===== src/rtl/shift_add_mult4.sv =====
// rtl/shift_add_mult4.sv - 4x4 unsigned shift-and-add multiplier around a 4-bit ripple-carry adder
// The rca4 adder is kept as its own module so the multiplier only steers its operands.

module rca4 (
   input  logic [3:0] x,
   input  logic [3:0] y,
   input  logic       cin,
   output logic [3:0] sum,
   output logic       cout
);

   logic [4:0] carry;

   assign carry[0] = cin;

   genvar i;
   generate
      for (i = 0; i < 4; i++) begin : g_bit
         assign sum[i]     = x[i] ^ y[i] ^ carry[i];
         assign carry[i+1] = (x[i] & y[i]) | (carry[i] & (x[i] ^ y[i]));
      end
   endgenerate

   assign cout = carry[4];

endmodule

module shift_add_mult4 (
   input  logic       clk,
   input  logic       reset,
   input  logic       start,
   input  logic [3:0] a,
   input  logic [3:0] b,
   output logic       busy,
   output logic       done,
   output logic [7:0] product
);

   typedef enum logic [1:0] {
      IDLE = 2'd0,
      RUN  = 2'd1,
      DONE = 2'd2
   } state_t;

   state_t     state;
   state_t     state_next;

   logic [3:0] mcand;
   logic [3:0] hi;
   logic [3:0] lo;
   logic [1:0] cnt;

   logic [3:0] add_b;
   logic [3:0] sum;
   logic       cout;
   logic       load;
   logic       last_iter;

   assign add_b = lo[0] ? mcand : 4'b0000;

   rca4 u_adder (
      .x    (hi),
      .y    (add_b),
      .cin  (1'b0),
      .sum  (sum),
      .cout (cout)
   );

   // A new multiply may be accepted from IDLE or straight out of DONE.
   assign load      = start && ((state == IDLE) || (state == DONE));
   assign last_iter = (state == RUN) && (cnt == 2'd3);

   always_ff @(posedge clk or posedge reset) begin
      if (reset) begin
         state <= IDLE;
      end else begin
         state <= state_next;
      end
   end

   always_comb begin
      state_next = state;
      case (state)
         IDLE: begin
            if (start) begin
               state_next = RUN;
            end
         end
         RUN: begin
            if (cnt == 2'd3) begin
               state_next = DONE;
            end
         end
         DONE: begin
            state_next = start ? RUN : IDLE;
         end
         default: begin
            state_next = IDLE;
         end
      endcase
   end

   always_ff @(posedge clk or posedge reset) begin
      if (reset) begin
         mcand   <= 4'd0;
         hi      <= 4'd0;
         lo      <= 4'd0;
         cnt     <= 2'd0;
         product <= 8'd0;
      end else if (load) begin
         mcand <= a;
         lo    <= b;
         hi    <= 4'd0;
         cnt   <= 2'd0;
      end else if (state == RUN) begin
         // Adder carry-out becomes the new top bit of the accumulator.
         hi  <= {cout, sum[3:1]};
         lo  <= {sum[0], lo[3:1]};
         cnt <= cnt + 2'd1;
         if (last_iter) begin
            product <= {cout, sum, lo[3:1]};
         end
      end
   end

   assign busy = (state == RUN);
   assign done = (state == DONE);

endmodule


===== config.mk =====
export PLATFORM = sky130hd
export DESIGN_NAME = shift_add_mult4
export DESIGN_NICKNAME = d
export VERILOG_FILES = /design/src/rtl/shift_add_mult4.sv
export SDC_FILE = /design/constraint.sdc
export NUM_CORES = 1
export LEC_CHECK = 0
export CORE_AREA = 2 2 49 51
export DETAILED_ROUTE_END_ITERATION = 7
export DIE_AREA = 0 0 51 53
export GPL_TIMING_DRIVEN = 0
export HOLD_SLACK_MARGIN = 0.15
export PLACE_DENSITY = 0.75
export SETUP_SLACK_MARGIN = 0.2
export SYNTH_ARGS = -nofsm -noshare
export SYNTH_HDL_FRONTEND = slang
export SYNTH_SLANG_ARGS = --single-unit
export TNS_END_PERCENT = 20

===== constraint.sdc =====
create_clock -name clk -period 3.6 [get_ports clk]
set_input_delay 0.72 -clock clk [delete_from_list [all_inputs] [get_ports clk]]
set_output_delay 0.72 -clock clk [all_outputs]
set_load 0.02 [all_outputs]

# Word level (Yosys, flattened, before mapping)
# Cells that the tools add are included.
# W data, S select, Z words.
[word_totals]
ff_bits = 24
latch_bits = 0
ram_bits = 0
rom_bits = 0
input_bits = 11
output_inout_bits = 10
word_cells = 48
mem_count = 0
[classes]
n_addsub = 1
n_mul = 0
div_mod_pow = 0
order_cmp = 0
n_eq_ne = 5
shift = 0
mux = 11
bitwise = 18
n_reduce_logical = 7
[ops]
columns = ["operator", "count"]
rows = [
  ["$mux W4", 5],
  ["$mux W2", 4],
  ["$and A1 B1 Y1", 7],
  ["$xor A1 B1 Y1", 7],
  ["$pmux W2 S3", 1],
  ["$eq A2 B2 Y1 const B", 2],
  ["$or A1 B1 Y1", 3],
  ["$reduce_and A3 Y1", 1],
  ["$add A2 B1 Y2 const B", 1],
  ["$eq A2 B1 Y1 const B", 1],
  ["$logic_and A1 B1 Y1", 2],
  ["$logic_not A2 Y1", 1],
  ["$ne A2 B1 Y1 const B", 1],
  ["$ne A2 B2 Y1 const B", 1],
  ["$reduce_and A2 Y1", 1],
  ["$reduce_bool A2 Y1", 1],
  ["$logic_or A1 B1 Y1", 1],
  ["$mux W1", 1],
  ["$not A1 Y1", 1],
]

# Longest topological paths before layout
# Gate-level depths: netlist of the first run.
[depth]
ltp_word = 10
mapped_depth = 9
depth_no_buf = 9

# Cells and area by module
# Synthesis of the first run repeated with hierarchy kept, for this count alone.
[unflattened]
hier_cells = 98
hier_area_um2 = 1251.2
[modules_own_cells]
columns = ["mod", "n_inst", "cells_each", "area_each_um2", "seq_area_each_um2"]
rows = [
  ["shift_add_mult4", 1, 84, 1133.6, 600.6],
  ["rca4", 1, 14, 117.6, 0.0],
]

# Worst setup path before layout of the first run
# No wires, ideal clock.
[synth_path]
path_type = "register to register"
from = "register lo[0]"
to = "register hi[2]"
setup_time_ns = 0.096
t_arrival_ns = 1.904
required_time_ns = 3.504
slack_ns = 1.601
stages_incl_launch_ff = 10
path_buffers = 0
synth_period_minus_slack_ns = 1.999
path_cell_list = "dfrtp_1 > and2_1 > ha_1 > fa_1 > inv_1 > fa_1 > fa_1 > nand2b_1 > nand3_1 > o31ai_1"
[synth_via]
elab_chain_len = 9
elab_cells_between_ends = 14
cone_classes = "mux (3); bitwise (11)"
[synth_lines]
columns = ["element", "line", "text"]
rows = [
  ["start, declared", "50", "logic [3:0] lo;"],
  ["start signal, assigned", "118", "lo <= {sum[0], lo[3:1]};"],
  ["$mux W4 (*)", "59", "assign add_b = lo[0] ? mcand : 4'b0000;"],
  ["$and A1 B1 Y1 or $xor A1 B1 Y1 (tied branches)", "20", "assign carry[i+1] = (x[i] & y[i]) | (carry[i] & (x[i] ^ y[i]));"],
  ["$and A1 B1 Y1", "20", ""],
  ["$or A1 B1 Y1", "20", ""],
  ["$and A1 B1 Y1", "20", ""],
  ["$or A1 B1 Y1", "20", ""],
  ["$xor A1 B1 Y1 (*)", "19", "assign sum[i] = x[i] ^ y[i] ^ carry[i];"],
  ["$mux W4 (*)", "115", "end else if (state == RUN) begin"],
  ["$mux W4 (*)", "110", "end else if (load) begin"],
  ["end signal, assigned", "117", "hi <= {cout, sum[3:1]};"],
  ["end, declared", "49", "logic [3:0] hi;"],
]
# Every way passes the cells marked *; elsewhere a longest branch is shown, timed or not. The select of a mux whose other input is x is not followed.
# A chain may end at the register's enable or synchronous reset.

# Final worst setup path of the first run
[layout_path]
from = "register state[1]"
to = "output port busy"
[layout_via]
elab_chain_len = 1
[layout_lines]
columns = ["element", "line", "text"]
rows = [
  ["start, declared", "45", "state_t state;"],
  ["start signal, assigned", "77", "state <= state_next;"],
  ["$eq A2 B1 Y1", "126", "assign busy = (state == RUN);"],
  ["end, declared", "34", "output logic busy,"],
]
# Every way passes these cells.

==> impl_metrics.tcl, run 1 <==
set metrics [dict create \
    slew_violations 0 \
    synth_edf_count 0 \
    synth_nets 111 \
    htree_levels 1 \
    synth_top_area_share_pct 53.6 \
    crit_required_ns 2.88 \
    gp_congestion 0.711 \
    min_from "product[2]$_DFFE_PP0P_" \
    status "finished clean" \
    final_cells 147 \
    finalCritPeriodShare_pct 71.1 \
    tritoncts "built" \
    worstSetupEndpointType "output pin" \
    cts.sinks 24 \
    viasPerCell 5.10 \
    finalSetupViolCount 0 \
    power_density_nw_per_um2 909 \
    post-route-util_pct 64.8 \
    cp_top_family "buffers and inverters" \
    period_needed_ns 2.56 \
    rows 17 \
    grt_pass1_wl_um 3470 \
    cts_root_buf "clkbuf_4" \
    final_antenna_net_count 0 \
    synth_top_area_cell "dfrtp_1" \
    cts-resized-gates 0 \
    critPathSlowestCell "clkdlybuf4s50_1" \
    die-width_um 51 \
    dp_cells 143 \
    async_flop_share_pct 100 \
    nets 136 \
    slew_headroom_pct 41.9 \
    finalWirelength_um 1940 \
    ys_types 24 \
    finClkSkew_ns 0.00141 \
    antenna_found_initial 0 \
    io_pins 21 \
    cap_violations 0 \
    drc 0 \
    grt_usage_pct 17.8 \
    drtPass1Iterations 4 \
    synthToLayoutAreaGrowth_pct 24.2 \
    crit_arrival_ns 1.84 \
    leakagePower_nw 0.636 \
    routedWlPerCell_um 13.2 \
    syn_area_per_cell_um2 11.8 \
    core_um2 2150 \
    vias 749 \
    fillerInstances 181 \
    cts_setup_buffers 0 \
    ys_seq_area_share_pct 53.6 \
    whs_ns 0.493 \
    clk_latency_ns 0.31 \
    cts_buffers 3 \
    reg2reg_from "lo[0]$_DFFE_PP0P_" \
    initial_core_util_pct 52.1 \
    overflow 0 \
    dieArea_um2 2700 \
    grt_pass1_vias 769 \
    min_delay_worst_endpoint "product[2]$_DFFE_PP0P_" \
    start_kind "register" \
    cts.hold.buffers_added 0 \
    slowest_delay_ns 0.60 \
    vdd_drop_max_v 0.000529 \
    worst_pin_slew_ns 0.871 \
    rrSetupSlack_ns 1.42 \
    antenna_cells 0 \
    port_buffers 20 \
    rsz0062_at_grt "false" \
    hold_violations 0 \
    netlist_top_cells_count "dfrtp_1 (24), inv_1 (9), nand2_1 (9), o21ai_0 (9), mux2_2 (7)" \
    yosysMostFrequentCell "dfrtp_1" \
    cp_max_fo 9 \
    fin_tns_setup_ns 0 \
    drtIter0Drc 15 \
    r2r_end "hi[2]$_DFFE_PP0P_" \
    hpwl_um 1440 \
    ff2ff_path_depth 9 \
    layout-drive-gt1-share_pct 16.0 \
    clock.fmax_ghz 0.391 \
    cp_cell_sequence "buf_6 -> nand2b_1 -> buf_2 -> inv_1 -> clkdlybuf4s50_1" \
    yosysWarningCount 0 \
    die_h_um 53 \
    syn_inst 95 \
    syn_area_um2 1120 \
    synth_flop_cell "dfrtp_1" \
    ys_ff_latch 24 \
    path_clk_slew_ns 0.13 \
    crit_type "register to output pin" \
    min_path_cells 2 \
    crit_buf_inv 4 \
    grt_max_degree 25 \
    ys_top_cells_by_area "dfrtp_1 (54%), mux2_2 (7.0%), fa_1 (5.4%)" \
    holdCritPathClass "register to register" \
    cts_buffer_depth 2 \
]
==> area by class of cell <==
class / count / area [um^2] / area share (%)
Tap cell: 28 / 35.0 / 2.52
Timing Repair Buffer: 20 / 200 / 14.4
Clock buffer: 4 / 36.3 / 2.61
Buffer: 5 / 43.8 / 3.15
Inverter: 9 / 33.8 / 2.43
Sequential cell: 24 / 601 / 43.2
Multi-Input combinational cell: 57 / 442 / 31.7
==> cells by family after synthesis <==
| kind of cell | share of synthesized area, % |
|---|---|
| buffers and inverters | 6.93 |
| flip-flops | 53.6 |
| AND/OR/NAND/NOR | 12.0 |
| AO/OA/AOI/OAI | 12.0 |
| adder cells (fa/ha/maj) | 7.60 |
| multiplexers | 7.93 |
==> state kept, by name, indices dropped and copies added (netlist names) <==
signal	cells
cnt	2
product	8
state	2
lo	4
mcand	4
hi	4
==> stage by stage <==
step / instance area (um^2) / total power, mW / setup WS, ns
after floorplan: 1120 / 0.920 / 1.60
final: 1390 / 1.26 / 1.04
after global routing: 1390 / 1.38 / 0.942
after detailed placement: 1360 / 1.13 / 1.41
after CTS: 1390 / 1.28 / 1.04
after global placement: 1360 / 1.11 / 1.43
==> worst register-to-register path: stages, from the launching register on <==
cell	delay (ns)
dfrtp_1	0.43
and2_1	0.16
ha_1	0.17
fa_1	0.18
inv_1	0.06
fa_1	0.37
fa_1	0.50
nand2b_1	0.06
nand3_1	0.07
o31ai_1	0.07
==> metal layers <==
metal / share of wire (%) / GRT usage [%] / up-vias
met5: 0 / 0 / -
met4: 1.6 / 10.4 / 0
met3: 2.8 / 2.82 / 4
met2: 49 / 28.4 / 14
met1: 47 / 23.0 / 362
li1: - / - / 369
==> where the power goes <==
group          internal, mW  switching [mW]
combinational         0.331           0.318
sequential            0.398          0.0741
clock                0.0619          0.0801
total                 0.791           0.473
==> worst max path at each step <==
stage | endpoint | slack (ns) | start | cells past startpoint
3_3_place_gp | busy | 1.43 | state[1]$_DFFE_PP0P_ | 5
6_report | busy | 1.04 | state[1]$_DFFE_PP0P_ | 5
4_1_cts | busy | 1.04 | state[1]$_DFFE_PP0P_ | 5
3_5_place_dp | busy | 1.41 | state[1]$_DFFE_PP0P_ | 5
5_1_grt | busy | 0.94 | state[1]$_DFFE_PP0P_ | 5
2_1_floorplan | hi[2]$_DFFE_PP0P_ | 1.60 | lo[0]$_DFFE_PP0P_ | 9
==> cells in the final DEF, fill, tap and decap left out, drive strengths merged, types with 3 or more instances in the layout <==
| master | synthesis | routed |
|---|---|---|
| nand2b | 4 | 4 |
| a22o | 3 | 3 |
| clkbuf | 0 | 4 |
| o21ai | 9 | 9 |
| nand2 | 9 | 9 |
| and2 | 3 | 3 |
| fa | 3 | 3 |
| o22ai | 3 | 3 |
| mux2 | 7 | 7 |
| dfrtp | 24 | 24 |
| inv | 9 | 9 |
| clkdlybuf4s50 | 0 | 20 |
| a21oi | 4 | 4 |
| buf | 5 | 5 |
(Power assumes the default switching activity.)
==> inputs of run 2 (changes only) <==
CORE_AREA = 2 2 51 53   (was 2 2 49 51)
DIE_AREA = 0 0 53 55   (was 0 0 51 53)
PLACE_DENSITY = 0.7   (was 0.75)
clock period = 2.66 ns   (was 3.6 ns; I/O delays follow)
==> run 2 against run 1 <==
First-iteration DRC count shrank 27%. Via count grew 0.27%. Clock skew grew 0.0075 ns. Routed wire length grew 1.3%. Setup slack lost 0.74 ns. Non-clock buffer count is the same. Critical path depth is the same. Total power grew 35%. Sequential power grew 35%. Count of clock-buffer cells in the layout is the same. Flip-flop and latch count is the same. Register-to-register slack lost 0.91 ns. Largest cell class unchanged.
==> impl_metrics.tcl, run 2 (synthesized netlist as in run 1, its figures left out) <==
set metrics [dict create \
    io_pins 21 \
    ff2ff_path_depth 9 \
    drc 0 \
    path_clk_slew_ns 0.13 \
    finalSetupViolCount 0 \
    preCtsSetupSlack_ns 0.518 \
    drtIter0Drc 11 \
    antenna_found_initial 0 \
    htree_levels 1 \
    finalWirelength_um 1960 \
    rsz0062_at_grt "false" \
    overflow 0 \
    crit_required_ns 2.13 \
    holdCritPathClass "register to register" \
    grt_pass1_vias 758 \
    routedWlPerCell_um 13.2 \
    nets 136 \
    crit_arrival_ns 1.82 \
    cts.sinks 24 \
    whs_ns 0.497 \
    worstSetupEndpointType "output pin" \
    antenna_cells 0 \
    drtPass1Iterations 4 \
    clock.fmax_ghz 0.424 \
    cts_buffer_depth 2 \
    largest_reg_flops 8 \
    p_clk_share_pct 11.2 \
    grt_max_degree 25 \
    setup_slack_ns 0.303 \
    grtUsageMet3_pct 2.42 \
    use_met2_pct 27.5 \
    slew_headroom_pct 41.7 \
    netSwitchingPower_mw 0.636 \
    synthToLayoutAreaGrowth_pct 24.5 \
    dieArea_um2 2920 \
    viasPerCell 5.04 \
    cts_setup_buffers 0 \
    initial_core_util_pct 47.4 \
    layout_common_cells "dfrtp_1 (24), clkdlybuf4s50_1 (20), inv_1 (9), nand2_1 (9), o21ai_0 (9)" \
    cts.hold.buffers_added 0 \
    grt.met1_usage_pct 22.3 \
    regMostFlops "product" \
    p_comb_share_pct 51.4 \
    hpwl_um 1470 \
    clk_latency_ns 0.32 \
    fin_tns_setup_ns 0 \
    slew_violations 0 \
    fillerInstances 211 \
    switching_share_pct 37.3 \
    p_int_mw 1.07 \
    vdd_drop_max_v 0.000786 \
    hold_violations 0 \
    vias 751 \
    grt_pass1_wl_um 3460 \
    layout-drive-gt1-share_pct 16.0 \
    tritoncts "built" \
    cts_buffers 3 \
    worst_pin_slew_ns 0.874 \
    port_buffers 20 \
    power_frac_seq_pct 37.4 \
    cap_violations 0 \
    cts_root_buf "clkbuf_4" \
    final_antenna_net_count 0 \
    top_usage_layer "met2" \
    cp_max_fo 9 \
    rows 18 \
    status "finished clean" \
    die_h_um 55 \
    cts-resized-gates 0 \
    gp_congestion 0.732 \
    min_path_cells 2 \
    die-width_um 53 \
    start_kind "register" \
    total_power_mw 1.71 \
    finClkSkew_ns 0.00889 \
    finalCritPeriodShare_pct 88.6 \
    final_common_cell "dfrtp_1" \
    power_density_nw_per_um2 1220 \
    crit_type "register to output pin" \
    period_needed_ns 2.36 \
    grt_usage_pct 16.8 \
    core_um2 2360 \
    rrSetupSlack_ns 0.51 \
    leakagePower_nw 0.636 \
]
-- run 2: cell counts in the layout (fill, tap and decap cells not counted) --
Identical to the previous run, type by type.
-- run 2: cell type report --
cell class / count / area [um^2] / share of cell area (%)
Tap cell: 30 / 37.5 / 2.69
Timing Repair Buffer: 20 / 200 / 14.4
Multi-Input combinational cell: 57 / 442 / 31.7
Sequential cell: 24 / 601 / 43.1
Inverter: 9 / 33.8 / 2.42
Buffer: 5 / 43.8 / 3.14
Clock buffer: 4 / 36.3 / 2.60
-- run 2: per-stage QoR --
step	cell area, um^2	utilization (%)	std cells
after floorplan	1120	-	95
after global placement	1360	57.4	145
after detailed placement	1360	57.4	145
after CTS	1390	58.9	149
after global routing	1390	58.9	149
final	1390	58.9	149
-- run 2: metal layers --
metal  share of wire (%)  vias to the layer above  routed length (um)
met5                   0                        -                   0
met4                 2.0                        0                  39
met3                 5.3                        5                 103
met2                  45                       22                 886
met1                  48                      360                 932
li1                    -                      364                   -
-- run 2: power by group through the flow --
stage	clock, mW	sequential (mW)	combinational (mW)
final	0.190	0.638	0.876
after global routing	0.212	0.661	0.998
after CTS	0.198	0.641	0.891
after detailed placement	0	0.650	0.886
after global placement	0	0.639	0.866
after floorplan	0	0.694	0.551
-- run 2: final timing paths --
| check | endpoint | from |
|---|---|---|
| setup / recovery | busy | state[1]$_DFFE_PP0P_ |
| hold reg to reg | product[5]$_DFFE_PP0P_ | product[5]$_DFFE_PP0P_ |
| min in group asynchronous | product[3]$_DFFE_PP0P_ | reset |
| setup reg to reg | hi[2]$_DFFE_PP0P_ | lo[0]$_DFFE_PP0P_ |
| hold / removal | product[5]$_DFFE_PP0P_ | product[5]$_DFFE_PP0P_ |
| max in group asynchronous | hi[3]$_DFFE_PP0P_ | reset |
-- run 2: critical path, stage by stage (launching register included) --
cell,delay [ns]
dfrtp_1,0.39
buf_6,0.13
nand2b_1,0.13
buf_2,0.17
inv_1,0.08
clkdlybuf4s50_1,0.60
==> inputs of run 3 (changes only) <==
CORE_AREA = 2 2 53 55   (was 2 2 51 53)
DIE_AREA = 0 0 55 57   (was 0 0 53 55)
HOLD_SLACK_MARGIN = not set   (was 0.15)
PLACE_DENSITY = 0.68   (was 0.7)
clock period = 2 ns   (was 2.66 ns; I/O delays follow)
==> run 3 against run 2 <==
The flow now finishes with violations (negative setup slack). Flip-flop and latch count unchanged. Die area grew 7.5%. Sequential power up 32%. Via count up 0.67%. Critical path type is now register to register. Critical endpoint is now hi[2]$_DFFE_PP0P_. Largest cell class unchanged.
==> impl_metrics.tcl, run 3 (synthesized netlist as in run 1, its figures left out) <==
set metrics [dict create \
    setup_slack_ns -0.123 \
    total_power_mw 2.49 \
    final_common_cell "dfrtp_1" \
    routedWlPerCell_um 13.7 \
    worstSetupEndpointType "register" \
    die-width_um 55 \
    tritoncts "built" \
    cap_violations 0 \
    cp_max_fo 3 \
    initial_core_util_pct 42.8 \
    htree_levels 1 \
    start_kind "register" \
    vdd_drop_max_v 0.000921 \
    hold_violations 0 \
    path_clk_slew_ns 0.14 \
    crit_required_ns 2.23 \
    finalSetupViolCount 2 \
    netSwitchingPower_mw 0.908 \
    crit_arrival_ns 2.35 \
    rows 19 \
    dp_cells 146 \
    largest_reg_flops 8 \
    finalCritPeriodShare_pct 106 \
    grt_pass1_wl_um 3590 \
    core_um2 2620 \
    antenna_found_initial 0 \
    status "complete, but fails checks" \
    die_h_um 57 \
    p_int_mw 1.59 \
    rsz0062_at_grt "true" \
    grt_max_degree 25 \
    worst_pin_slew_ns 0.899 \
    slew_violations 0 \
    dieArea_um2 3140 \
    cts_buffers 3 \
    final_cells 151 \
    cts_root_buf "clkbuf_4" \
    crit_type "register to register" \
    finalWirelength_um 2070 \
    p_comb_share_pct 52.2 \
    drc 0 \
    leakagePower_nw 0.658 \
    port_buffers 20 \
    finClkSkew_ns 0.00969 \
    io_pins 21 \
    hpwl_um 1490 \
    antenna_cells 0 \
    switching_share_pct 36.4 \
    synthToLayoutAreaGrowth_pct 29.2 \
    power_frac_seq_pct 33.8 \
    final_antenna_net_count 0 \
    layout_common_cells "dfrtp_1 (24), clkdlybuf4s50_1 (18), nand2_1 (9), inv_1 (7)" \
    gp_congestion 0.711 \
    post-route-util_pct 55.3 \
    grt_pass1_vias 798 \
    power_density_nw_per_um2 1720 \
    clock.fmax_ghz 0.471 \
    clk_latency_ns 0.31 \
    p_clk_share_pct 14.0 \
    regMostFlops "product" \
    cts_buffer_depth 2 \
    cts.sinks 24 \
    violations "negative setup slack" \
    holdCritPathClass "register to register" \
    period_needed_ns 2.12 \
    vias 756 \
    drtPass1Iterations 4 \
    slew_headroom_pct 40.0 \
    layout-drive-gt1-share_pct 24.2 \
    viasPerCell 5.01 \
    fillerInstances 263 \
    grt_usage_pct 15.7 \
    nets 137 \
    overflow 0 \
    drtIter0Drc 3 \
]
==> run 3: path summary, 6_finish.rpt <==
check / slack, ns / startpoint / endpoint / cells after the start
setup reg to reg: -0.12 / lo[0]$_DFFE_PP0P_ / hi[2]$_DFFE_PP0P_ / 9
min in group asynchronous: 0.56 / reset / product[3]$_DFFE_PP0P_ / 2
hold reg to reg: 0.50 / product[5]$_DFFE_PP0P_ / product[5]$_DFFE_PP0P_ / 2
hold / removal: 0.50 / product[5]$_DFFE_PP0P_ / product[5]$_DFFE_PP0P_ / 2
max in group asynchronous: 0.88 / reset / mcand[2]$_DFFE_PP0P_ / 2
setup / recovery: -0.12 / lo[0]$_DFFE_PP0P_ / hi[2]$_DFFE_PP0P_ / 9
==> run 3: routing by layer <==
metal	GRT usage, %	wire [um]	vias to the layer above
met5	0	0	-
met1	21.0	973	371
li1	-	-	372
met3	2.36	65	0
met4	4.18	0	0
met2	26.2	1030	13
==> run 3: cell type report <==
class / instances / area (um^2) / share of cell area [%]
repair buffers: 21 / 208 / 14.4
multi-input cells: 57 / 467 / 32.3
plain buffers: 5 / 46.3 / 3.20
well taps: 31 / 38.8 / 2.68
clock buffers: 3 / 22.5 / 1.56
inverters: 9 / 33.8 / 2.34
flip-flops and latches: 24 / 601 / 41.5
clock inverters: 1 / 30.0 / 2.08
==> run 3: worst max-delay path, stage by stage (launching register included) <==
cell and delay (ns):
dfrtp_1 0.41, and2_1 0.17, ha_2 0.18, fa_2 0.36, inv_2 0.07, fa_2 0.19, fa_1 0.42, nand2b_1 0.11
nand3_2 0.07, o31ai_2 0.06
==> run 3: power groups by stage <==
stage                     Combinational, mW  Sequential (mW)  Clock [mW]
after CTS                              1.25            0.844       0.358
after floorplan                       0.733            0.923           0
final                                  1.30            0.842       0.349
after global routing                   1.45            0.868       0.369
after global placement                 1.15            0.852           0
after detailed placement               1.19            0.862           0
==> run 3: through the flow <==
step	TNS [ns]	setup WS [ns]	hold WS [ns]	area, um^2
after global placement	-0.113	-0.101	0.462	1360
after global routing	-0.414	-0.231	0.522	1450
after detailed placement	-0.271	-0.169	0.471	1360
final	-0.140	-0.123	0.502	1450
after CTS	-0.211	-0.169	0.508	1420
after floorplan	0	0.000705	0.415	1120
==> run 3: repair_timing <==
item	4_1_cts	5_1_grt
gates resized for setup	11	10
endpoints found under the setup margin	9	8
hold endpoints to repair	0	0
hold buffers	0	0
pin swaps	2	7
setup buffers	1	0
